File: src/rtl/axi_byte_ser_pkg.sv
// rtl/axi_byte_ser_pkg.sv - shared constants and byte-select helper for the byte serializer
// Purpose: byte width constant and sel_byte(), which picks byte number idx of a word
//          (counted in emission order) for either byte order.
// Ports:   none (package).
package axi_byte_ser_pkg;

    localparam int BYTE_W     = 8;
    // Widest word sel_byte() accepts; callers zero-extend narrower words to this width.
    localparam int MAX_WORD_W = 256;

    // idx counts beats in emission order: 0 is the first byte on the wire.
    function automatic logic [BYTE_W-1:0] sel_byte(
        input logic [MAX_WORD_W-1:0] word,
        input int                    idx,
        input int                    bytes,
        input bit                    lsb_first
    );
        int                    pos;
        logic [MAX_WORD_W-1:0] shifted;
        pos     = lsb_first ? idx : (bytes - 1 - idx);
        shifted = word >> (pos * BYTE_W);
        return shifted[BYTE_W-1:0];
    endfunction

endpackage

File: src/rtl/axi_stream_byte_serializer.sv
// rtl/axi_stream_byte_serializer.sv - BYTES-wide word to 1-byte AXI-Stream serializer
// Purpose: accepts one BYTES-byte word per s_ handshake and emits it as BYTES registered
//          byte beats on m_, back-to-back words with no idle cycle.
// Ports:
//   clk       in   1        clock, posedge
//   reset_n   in   1        asynchronous active-low reset
//   s_tdata   in   BYTES*8  input word
//   s_tvalid  in   1        input word valid
//   s_tready  out  1        word accepted this cycle (combinational from m_tready)
//   m_tdata   out  8        output byte (registered)
//   m_tvalid  out  1        output byte valid (registered)
//   m_tready  in   1        sink accepts byte
//   m_tlast   out  1        final byte of a word (registered)
//   word_cnt  out  32       words whose last byte was accepted, wraps
module axi_stream_byte_serializer
    import axi_byte_ser_pkg::*;
#(
    parameter int BYTES     = 5,
    parameter int LSB_FIRST = 1
) (
    input  logic                 clk,
    input  logic                 reset_n,
    input  logic [BYTES*8-1:0]   s_tdata,
    input  logic                 s_tvalid,
    output logic                 s_tready,
    output logic [BYTE_W-1:0]    m_tdata,
    output logic                 m_tvalid,
    input  logic                 m_tready,
    output logic                 m_tlast,
    output logic [31:0]          word_cnt
);

    localparam int              IDX_W    = (BYTES > 1) ? $clog2(BYTES) : 1;
    localparam logic [IDX_W-1:0] LAST_IDX = IDX_W'(BYTES - 1);
    localparam bit              LSB      = (LSB_FIRST != 0);

    logic [BYTES*8-1:0] hold;
    logic [IDX_W-1:0]   idx;
    logic [IDX_W-1:0]   idx_nxt;
    logic               full;
    logic               at_last;
    logic               beat;
    logic               accept;

    assign at_last  = (idx == LAST_IDX);
    assign idx_nxt  = idx + IDX_W'(1);
    assign beat     = full & m_tready;
    // Taking a new word in the same cycle the last byte leaves is what removes the bubble.
    assign s_tready = !full | (m_tready & at_last);
    assign accept   = s_tvalid & s_tready;
    assign m_tvalid = full;

    always_ff @(posedge clk or negedge reset_n) begin
        if (!reset_n) begin
            hold     <= '0;
            idx      <= '0;
            full     <= 1'b0;
            m_tdata  <= '0;
            m_tlast  <= 1'b0;
            word_cnt <= '0;
        end else begin
            if (beat && at_last) begin
                word_cnt <= word_cnt + 32'd1;
            end

            if (accept) begin
                // s_tdata is only sampled here, so garbage on an ignored word never lands.
                hold    <= s_tdata;
                idx     <= '0;
                full    <= 1'b1;
                m_tdata <= sel_byte(MAX_WORD_W'(s_tdata), 0, BYTES, LSB);
                m_tlast <= 1'b0;
            end else if (beat) begin
                if (at_last) begin
                    full    <= 1'b0;
                    m_tlast <= 1'b0;
                end else begin
                    // idx only advances below LAST_IDX, so unused codes are never reached.
                    idx     <= idx_nxt;
                    m_tdata <= sel_byte(MAX_WORD_W'(hold), int'(idx_nxt), BYTES, LSB);
                    m_tlast <= (idx_nxt == LAST_IDX);
                end
            end
        end
    end

endmodule

File: config.mk
export PLATFORM = sky130hd
export DESIGN_NAME = axi_stream_byte_serializer
export DESIGN_NICKNAME = d
export VERILOG_FILES = /design/src/rtl/axi_byte_ser_pkg.sv /design/src/rtl/axi_stream_byte_serializer.sv
export SDC_FILE = /design/constraint.sdc
export NUM_CORES = 1
export LEC_CHECK = 0
export BUFFER_PORTS_ARGS = -buffer_cell sky130_fd_sc_hd__buf_2
export CAP_MARGIN = 20
export CORE_ASPECT_RATIO = 0.9
export CORE_MARGIN = 10
export CORE_UTILIZATION = 55
export DETAILED_ROUTE_END_ITERATION = 16
export PLACE_DENSITY_LB_ADDON = 0.15
export SLEW_MARGIN = 5
export SYNTH_ARGS = -nofsm -noshare
export SYNTH_HDL_FRONTEND = slang
export SYNTH_SLANG_ARGS = --single-unit
export TNS_END_PERCENT = 10
File: constraint.sdc
create_clock -name clk -period 7 [get_ports clk]
set_input_delay 1.05 -clock clk [delete_from_list [all_inputs] [get_ports clk]]
set_output_delay 1.05 -clock clk [all_outputs]
set_load 0.05 [all_outputs]
### Word level (Yosys, flattened, before mapping)

Index checks and enable logic that the tools add are counted.
W data, S select, Z words.

* div/mod/pow operators: 0
* magnitude comparators: 0
* multiply operators: 0
* eq/ne operators: 3
* $add $sub $neg: 2
* reductions and logical operators: 6
* muxes and demuxes: 12
* bitwise gates (word level): 4
* shift operators: 1

Operator list (count)
* $shr A40 B6 Y8: 1
* $add A32 B1 Y32 const B: 1
* $mux W8: 3
* $mux W3: 3
* $eq A3 B3 Y1 const B: 2
* $mux W1: 6
* $reduce_and A2 Y1: 2
* $reduce_bool A2 Y1: 2
* $add A3 B1 Y3 const B: 1
* $and A1 B1 Y1: 3
* $ne A2 B1 Y1 const B: 1
* $logic_and A1 B1 Y1: 1
* $logic_not A1 Y1: 1
* $or A1 B1 Y1: 1

* memory bits (read-only): 0
* latch bits: 0
* flip-flop bits (word level): 85
* memory bits (writable): 0
* memories kept: 0
* output and inout bits: 43

### Longest topological paths before layout

Gate-level depths: netlist (run 1).

* word-level depth: 6
* mapped depth: 8

### Worst setup path before layout (run 1)

OpenSTA, ideal clock, no wires.

* path type: input port to output port
* start: in m_tready
* end: out s_tready
* buffers on the path: 0
* data arrival time: 1.486 ns
* stages: 2
* setup slack: 4.464 ns
* data required time: 5.950 ns
* cell sequence: nand3_1 > nand2_1

* word-level cells in the longest chain between the ends: 2

RTL lines
* start: declaration: RTL line axi_stream_byte_serializer.sv:28 `input logic m_tready,`
* $and A1 B1 Y1: RTL line axi_stream_byte_serializer.sv:49 `assign s_tready = !full | (m_tready & at_last);`
* $or A1 B1 Y1: RTL line axi_stream_byte_serializer.sv:49
* end: declaration: RTL line axi_stream_byte_serializer.sv:25 `output logic s_tready,`

No other way between the ends.

### Worst setup path after layout (run 1)

Same ends and word-level chain as after synthesis.

==> results of run 1 <==
## critical path: cells and delay by family
kind	cells	cell delay, ps
buffers and inverters	2	440
and+or+nand+nor	2	200
## per-stage QoR
step	setup slack [ps]	hold slack [ps]	utilization	cell area, µm²
after floorplan	4460	475	-	3910
after global placement	4180	456	0.623	4360
after detailed placement	4160	467	0.623	4360
after CTS	4270	478	0.652	4570
after global routing	4140	494	0.655	4590
final	4260	471	0.655	4590
## cells by family (layout without fill, tap and decap cells)
kind of cell	Yosys count	after routing
AOI/OAI and AO/OA	30	30
xor gates and xnor gates	31	31
adders and majority gates	4	4
buffers and inverters	23	109
DFF	85	85
muxes	56	56
and+or+nand+nor	88	88
## worst max path at each step
stage | from | to | slack [ps]
floorplan | m_tready | s_tready | 4460
global placement | m_tready | hold[7] | 4180
detailed placement | m_tready | hold[25] | 4160
CTS | m_tready | s_tready | 4270
global route | idx[0] | s_tready | 4140
finish | m_tready | s_tready | 4260
## cell usage in the layout, fill, tap and decap left out, types with 2 or more instances in the layout
master / instances
a21oi_1: 7
nor2b_1: 2
and3_1: 4
nand2_1: 31
bufinv_16: 2
nor4_4: 2
xnor2_1: 28
inv_1: 8
mux2_2: 56
nand3_1: 20
nand4_1: 9
ha_1: 4
nand4b_1: 2
nor2_1: 7
buf_2: 85
nor3_1: 3
xor2_1: 3
dfrtp_1: 85
clkinvlp_4: 2
o21ai_0: 4
a22oi_1: 7
a31oi_1: 2
a221o_1: 8
clkbuf_8: 9
## power breakdown
part           leakage [nW]  switching, mW  internal, mW
registers              1.09         0.0931         0.645
logic                 0.952          0.360         0.312
clock network        0.0945          0.167         0.197
## area by class of cell
class / count / area share
clock buffers: 10 / 0.0278
multi-input cells: 209 / 0.361
repair buffers: 87 / 0.0987
inverters: 8 / 0.00655
well taps: 93 / 0.0254
flip-flops and latches: 85 / 0.464
clock inverters: 4 / 0.0164
## metal layers
| layer | global-route usage | wire length [µm] | vias up |
|---|---|---|---|
| li1 | - | - | 1285 |
| met1 | 0.198 | 3830 | 1352 |
| met2 | 0.251 | 4120 | 60 |
| met3 | 0.0545 | 479 | 4 |
| met4 | 0.0253 | 40 | 0 |
| met5 | 0 | 0 | - |
## flip-flops by register name, indices dropped and copies added (netlist names)
name	count
hold	40
idx	3
word_cnt	32
m_tlast	1
m_tvalid	1
m_tdata	8
==> reports/metrics.yaml, run 1 <==
yosys-top-cells-count: "dfrtp_1 (85), mux2_2 (56), nand2_1 (31)"
synth_area_um2: 3910
endpoint_kind: "primary output"
synth_xor_area_frac: 0.0694
synthMuxAreaShare: 0.161
period_share: 0.391
regToRegStartpoint: "idx[0]"
holdCritPathClass: "reg -> reg"
io_pins: 87
dieArea_um2: 10900
slew_violations: 0
wl_per_cell_um: 17.1
crit_chain: "buf_2 > nand3_1 > nand2_1 > buf_2"
yosysMostFrequentCell: "dfrtp_1"
synthTopCellsByArea: "dfrtp_1 (54%), mux2_2 (16%), xnor2_1 (6.3%)"
finalPower_mw: 1.77
yosys.area_share.adder: 0.0128
finalHoldViolations: 0
place_congestion: 0.791
clk_latency_ps: 340
stdcell_count: 496
ant_nets: 0
fin_nets: 448
cts_buffer_depth: 2
synthSimpleGateAreaFrac: 0.125
cts_hold_buf: 0
wl_mm: 8.46
multi_input_area_um2: 1660
cp.required_ps: 5950
htree_levels: 3
p_leak_nw: 2.13
syn-num-nets: 365
synth_cell_types: 33
firstDrtPassIters: 4
cts_inserted_buffers: 9
cap_violations: 0
timing.rr.end: "m_tdata[3]"
yosysTopAreaCellShare: 0.544
row_count: 29
synth_area_per_cell_um2: 12.3
synth_flop_cell: "dfrtp_1"
synth-compound-area-share: 0.0547
reg2reg_depth: 6
vias: 2701
cts_tree: "done"
fin_setup_tns_ps: 0
setup_viol: 0
port_buffers: 86
grt_overflow: 0
path_max_fanout: 7
slew_headroom: 0.264
rrSetupSlack_ps: 4490
slowest_delay_ps: 280
post-cts-setup-buffers: 0
antenna_found_initial: 0
cp_slowest_cell: "buf_2"
path_clk_slew_ps: 80
path_common_cell: "buf_2"
dpl.cell_count: 481
syn_inst: 317
critPathLaunchType: "input port"
ff_latch_area_um2: 2130
worst_slew_pin_slew_ps: 1100
initial_utilization: 0.559
grt_pass1_wl_mm: 13.6
vdd_drop_max_mv: 0.225
powerDensity_nw_per_um2: 387
viasPerCell: 5.45
rsz0062_at_grt: "false"
drive_gt1_frac: 0.404
synth_edf_count: 0
die_w_um: 109
cts_resized: 0
dp_hpwl_mm: 5.94
cts_root_buf: "clkbuf_8"
timing.fmax_ghz: 0.365
critical_path_class: "in -> out"
yosysWarnings: 0
holdPathEnd: "word_cnt[31]"
period_minus_slack_ps: 2740
die_y_um: 100
holdPathStages: 1
grt_max_degree: 86
core-area_um2: 7000
min_from: "word_cnt[31]"
grt_pass1_vias: 2796
track_usage: 0.155
synthArstFlopShare: 1.00
fillerInstances: 570
n_antenna_cell: 0
synth.ff_latch_count: 85
numClockSinks: 85
ys_seq_area_frac: 0.544
crit_arrival_ps: 1690
finalClockSkew_ps: 13.0
synth_top_family_by_area: "multiplexers"
outcome: "completed"
synth_largest_area_cell: "dfrtp_1"
drc_errors: 0
drt_iter0_markers: 95
syn_to_final_growth_pct: 17.2
No activity file was read; power rests on OpenSTA's default activity.
==> inputs of run 2 (changes only) <==
CORE_UTILIZATION = 54   (was 55)
clock period = 2.6 ns   (was 7 ns; I/O delays follow)
==> run 2 against run 1 <==
  * Worst hold slack worse by 440 ps
  * Sequential cell count is the same
  * Die area is 1.5% higher
  * Worst setup slack got worse by 4000 ps
  * Core utilization is 0.91 points higher
  * Combinational power rose to 2.7 times the previous value
  * Power grew to 2.8 times the previous value
  * Cell count grew 1.4%
  * Largest cell class unchanged
==> reports/metrics.yaml, run 2 (same netlist as run 1, synthesis figures left out) <==
outcome: "completed"  # unchanged
cts_tree: "done"  # unchanged
die_w_um: 110  # was 109 µm
grt_overflow: 0  # unchanged
path_max_fanout: 12  # was 7
critical_path_class: "reg -> reg"  # was in -> out
initial_utilization: 0.556  # was 0.559
vias: 2725  # was 2701
clk_latency_ps: 360  # was 340 ps
grt_pass1_vias: 2845  # was 2796
intPower_mw: 3.21  # was 1.15 mW
endpoint_kind: "flip-flop"  # was primary output
vdd_drop_max_mv: 0.590  # was 0.225 mV
viasPerCell: 5.42  # was 5.45
fin_nets: 454  # was 448
cts_hold_buf: 0  # unchanged
layout_common_cells: "dfrtp_1 (85), buf_2 (85), mux2_2 (56)"  # unchanged
cts_root_buf: "clkbuf_8"  # unchanged
period_minus_slack_ps: 2310
powerDensity_nw_per_um2: 1050  # was 387 nW/µm²
wl_mm: 8.50  # was 8.46 mm
rsz0062_at_grt: "false"  # unchanged
port_buffers: 86  # unchanged
post-cts-setup-buffers: 0  # unchanged
timing.fmax_ghz: 0.433
syn_to_final_growth_pct: 19.5  # was 17.2%
reg.largest.list: "hold: 40 flops, word_cnt: 32 flops, m_tdata: 8 flops"  # unchanged
worst_slew_pin_slew_ps: 923  # was 1100 ps
drive_gt1_frac: 0.417  # was 0.404
seq_power_share: 0.408  # was 0.416
p_sw_mw: 1.69  # was 619 µW
htree_levels: 3  # unchanged
largest_register_ffs: 40  # unchanged
path_clk_slew_ps: 80  # about the same
cap_violations: 0  # unchanged
critPathLaunchType: "flip-flop"  # was input port
pwr-share-clk: 0.218  # was 0.205
finalHoldViolations: 0  # unchanged
fin_ws_ps: 293  # was 4260 ps
stdcell_count: 503  # was 496
setup_viol: 0  # unchanged
row_count: 29  # unchanged
track_usage: 0.161  # was 0.155
cts_inserted_buffers: 9  # unchanged
n_antenna_cell: 0  # unchanged
crit_arrival_ps: 2550  # was 1690 ps
netSwitchingFraction: 0.345  # was 0.349
dpl.cell_count: 488  # was 481
firstDrtPassIters: 4  # unchanged
fin_setup_tns_ps: 0  # unchanged
numClockSinks: 85  # unchanged
ant_nets: 0  # unchanged
dp_hpwl_mm: 6.29  # was 5.94 mm
p_leak_nw: 2.19  # was 2.13 nW
cts_buffer_depth: 2  # unchanged
place_congestion: 0.842  # was 0.791
slew_headroom: 0.385  # was 0.264
core-area_um2: 7040  # was 7000 µm²
grt_max_degree: 48  # was 86
dieArea_um2: 11100  # was 10900 µm²
drt_iter0_markers: 97  # was 95
io_pins: 87  # unchanged
slew_violations: 0  # unchanged
holdCritPathClass: "in -> async"  # was reg -> reg
dp_slack_ps: 335  # was 4160 ps
antenna_found_initial: 0  # unchanged
die_y_um: 101  # was 100 µm
drc_errors: 0  # unchanged
period_share: 0.887
finalClockSkew_ps: 6.40  # was 13.0 ps
cts_resized: 0  # unchanged
p_comb_frac: 0.374  # was 0.379
largest_register: "hold"  # unchanged
grt_pass1_wl_mm: 14.2  # was 13.6 mm
cp.required_ps: 2840  # was 5950 ps
wl_per_cell_um: 16.9  # was 17.1 µm
## run 2: final timing paths
path / from / end / slack [ps] / depth (start not counted)
min in group clk: s_tdata[25] / hold[25] / 260 / 2
worst max register to register: idx[0] / m_tdata[7] / 290 / 6
max in group asynchronous: reset_n / hold[26] / 1990 / 2
worst min-delay path: reset_n / hold[22] / 30 / 1
worst max-delay path: idx[0] / m_tdata[7] / 290 / 6
worst min register to register: word_cnt[31] / word_cnt[31] / 470 / 1
## run 2: power groups by stage
stage                     clock [mW]  sequential [mW]  combinational (mW)
final                           1.07             2.00                1.84
after global routing            1.15             2.05                1.99
after CTS                       1.09             2.00                1.85
after detailed placement           0             2.03                1.83
after global placement             0             2.02                1.79
after floorplan                    0             2.21                1.19
## run 2: per-layer routing
| layer | share of wire | global-route usage |
|---|---|---|
| met1 | 0.46 | 0.208 |
| met2 | 0.47 | 0.250 |
| met3 | 0.061 | 0.0473 |
| met4 | 0.014 | 0.0630 |
| met5 | 0 | 0 |
## run 2: metrics by stage
stage / area [µm²] / utilization / hold WS [ps] / total power [mW]
floorplan: 3910 / - / 94.4 / 3.41
global placement: 4440 / 0.631 / 442 / 3.81
detailed placement: 4440 / 0.631 / 440 / 3.86
CTS: 4670 / 0.664 / 51.6 / 4.95
global route: 4670 / 0.664 / 71.1 / 5.19
finish: 4670 / 0.664 / 32.2 / 4.91
## run 2: final cells by class
type                       instances  area, µm²
multi-input combinational        209       1660
timing repair buffer              93        510
clock buffer                      12        165
sequential                        85       2130
clock inverter                     3       67.6
tap                               93        116
fill                             557       2360
inverter                           8       30.0
## run 2: critical path: stages (launching register included)
cell and delay [ps]:
dfrtp_1 470, ha_1 230, ha_1 560, mux2_2 390, a22oi_1 170, a21oi_1 100, a221o_1 270
==> inputs of run 3 (changes only) <==
RECOVER_POWER = 25   (was unset)
==> run 3 against run 2 <==
  * Fmax shrank 0.17%
  * Power shrank 0.10%
  * Clock power is essentially flat
  * Register-to-register slack is essentially flat
  * Clock-buffer cell count is the same
==> reports/metrics.yaml, run 3 (same netlist as run 1, synthesis figures left out) <==
fin_setup_tns_ps: 0  # unchanged
timing.rr.end: "m_tdata[7]"  # unchanged
post-cts-setup-buffers: 0  # unchanged
dp_hpwl_mm: 6.29  # unchanged
fin_nets: 454  # unchanged
grt_pass1_vias: 2845  # unchanged
p_leak_nw: 2.19  # about the same
core-area_um2: 7040  # unchanged
vdd_drop_max_mv: 0.593  # was 0.590 mV
drive_gt1_frac: 0.415  # was 0.417
rrSetupSlack_ps: 290  # about the same
cp_slowest_cell: "ha_1"  # unchanged
grt_overflow: 0  # unchanged
ff_latch_area_um2: 2130  # unchanged
cp.required_ps: 2840  # about the same
n_antenna_cell: 0  # unchanged
drc_errors: 0  # unchanged
cts_hold_buf: 0  # unchanged
port_buffers: 86  # unchanged
wl_per_cell_um: 16.9  # about the same
ant_nets: 0  # unchanged
initial_utilization: 0.556  # unchanged
path_max_fanout: 12  # unchanged
reg.largest.list: "hold: 40 flops, word_cnt: 32 flops, m_tdata: 8 flops"  # unchanged
htree_levels: 3  # unchanged
die_w_um: 110  # unchanged
crit_chain: "ha_1 > ha_1 > mux2_2 > a22oi_1 > a21oi_1 > a221o_1"  # unchanged
slew_violations: 0  # unchanged
period_share: 0.889  # was 0.887
place_congestion: 0.842  # unchanged
cts_tree: "done"  # unchanged
io_pins: 87  # unchanged
outcome: "completed"  # unchanged
setup_viol: 0  # unchanged
slew_headroom: 0.160  # was 0.385
critical_path_class: "reg -> reg"  # unchanged
regToRegStartpoint: "idx[0]"  # unchanged
clk_latency_ps: 360  # about the same
grt_pass1_wl_mm: 14.2  # unchanged
cts_resized: 0  # unchanged
firstDrtPassIters: 4  # unchanged
dieArea_um2: 11100  # unchanged
largest_register: "hold"  # unchanged
finalPower_mw: 4.90  # was 4.91 mW
path_clk_slew_ps: 80  # about the same
syn_to_final_growth_pct: 19.2  # was 19.5%
vias: 2717  # was 2725
row_count: 29  # unchanged
grt_max_degree: 48  # unchanged
track_usage: 0.161  # unchanged
path_common_cell: "ha_1"  # unchanged
period_minus_slack_ps: 2310  # about the same
crit_arrival_ps: 2550  # about the same
die_y_um: 101  # unchanged
rsz0062_at_grt: "false"  # unchanged
powerDensity_nw_per_um2: 1050  # about the same
critPathLaunchType: "flip-flop"  # unchanged
layout_common_cells: "dfrtp_1 (85), buf_2 (85), mux2_2 (56)"  # unchanged
holdCritPathClass: "in -> async"  # unchanged
cts_root_buf: "clkbuf_8"  # unchanged
timing.fmax_ghz: 0.433  # about the same
drt_iter0_markers: 87  # was 97
largest_register_ffs: 40  # unchanged
cts_buffer_depth: 2  # unchanged
cts_inserted_buffers: 9  # unchanged
finalClockSkew_ps: 7.48  # was 6.40 ps
antenna_found_initial: 0  # unchanged
wl_mm: 8.48  # was 8.50 mm
endpoint_kind: "flip-flop"  # unchanged
multi_input_area_um2: 1660  # unchanged
viasPerCell: 5.40  # was 5.42
finalHoldViolations: 0  # unchanged
slowest_delay_ps: 570  # was 560 ps
numClockSinks: 85  # unchanged
fillerInstances: 560  # was 557
worst_slew_pin_slew_ps: 1260  # was 923 ps
cap_violations: 0  # unchanged
reg2reg_depth: 6  # unchanged
==> run 3: worst max path at each step <==
stage,startpoint,to,slack [ps]
after floorplan,m_tvalid,m_tdata[0],320
after global placement,idx[0],m_tdata[5],390
after detailed placement,idx[0],m_tdata[5],340
after CTS,idx[0],m_tdata[2],310
after global routing,reset_n,hold[31],110
final,idx[0],m_tdata[7],290
==> run 3: final cells by class <==
class,instances,area share
Multi-Input combinational cell,209,0.355
Clock buffer,12,0.0354
Timing Repair Buffer,93,0.107
Sequential cell,85,0.456
Clock inverter,3,0.0145
Tap cell,93,0.0249
Inverter,8,0.00644
==> run 3: metal layers <==
layer | vias up | part of all wire | track usage
met2 | 74 | 0.47 | 0.250
met3 | 13 | 0.067 | 0.0473
met5 | - | 0 | 0
met4 | 0 | 0.014 | 0.0630
li1 | 1300 | - | -
met1 | 1330 | 0.45 | 0.208
==> run 3: per-stage QoR <==
stage                     std cells  hold slack, ps  setup slack (ps)  instance area, µm²  utilization
after floorplan                 317            94.4               316                3910            -
after global placement          488             442               391                4440        0.631
after detailed placement        488             440               335                4440        0.631
after CTS                       503            51.6               313                4670        0.664
after global routing            503             246               110                4660        0.663
final                           503             244               289                4660        0.663
==> run 3: power breakdown <==
part / total (mW) / switching, mW / internal [mW]
Clock: 1.07 / 0.454 / 0.615
Combinational: 1.83 / 0.971 / 0.861
Sequential: 2.00 / 0.266 / 1.74
Total: 4.90 / 1.69 / 3.21
==> run 3: critical path: cells and delay by family (launching register included) <==
family          cells  cell delay, ps
compound gates      3             530
fa+ha+maj           2             810
flops               1             470
mux                 1             390
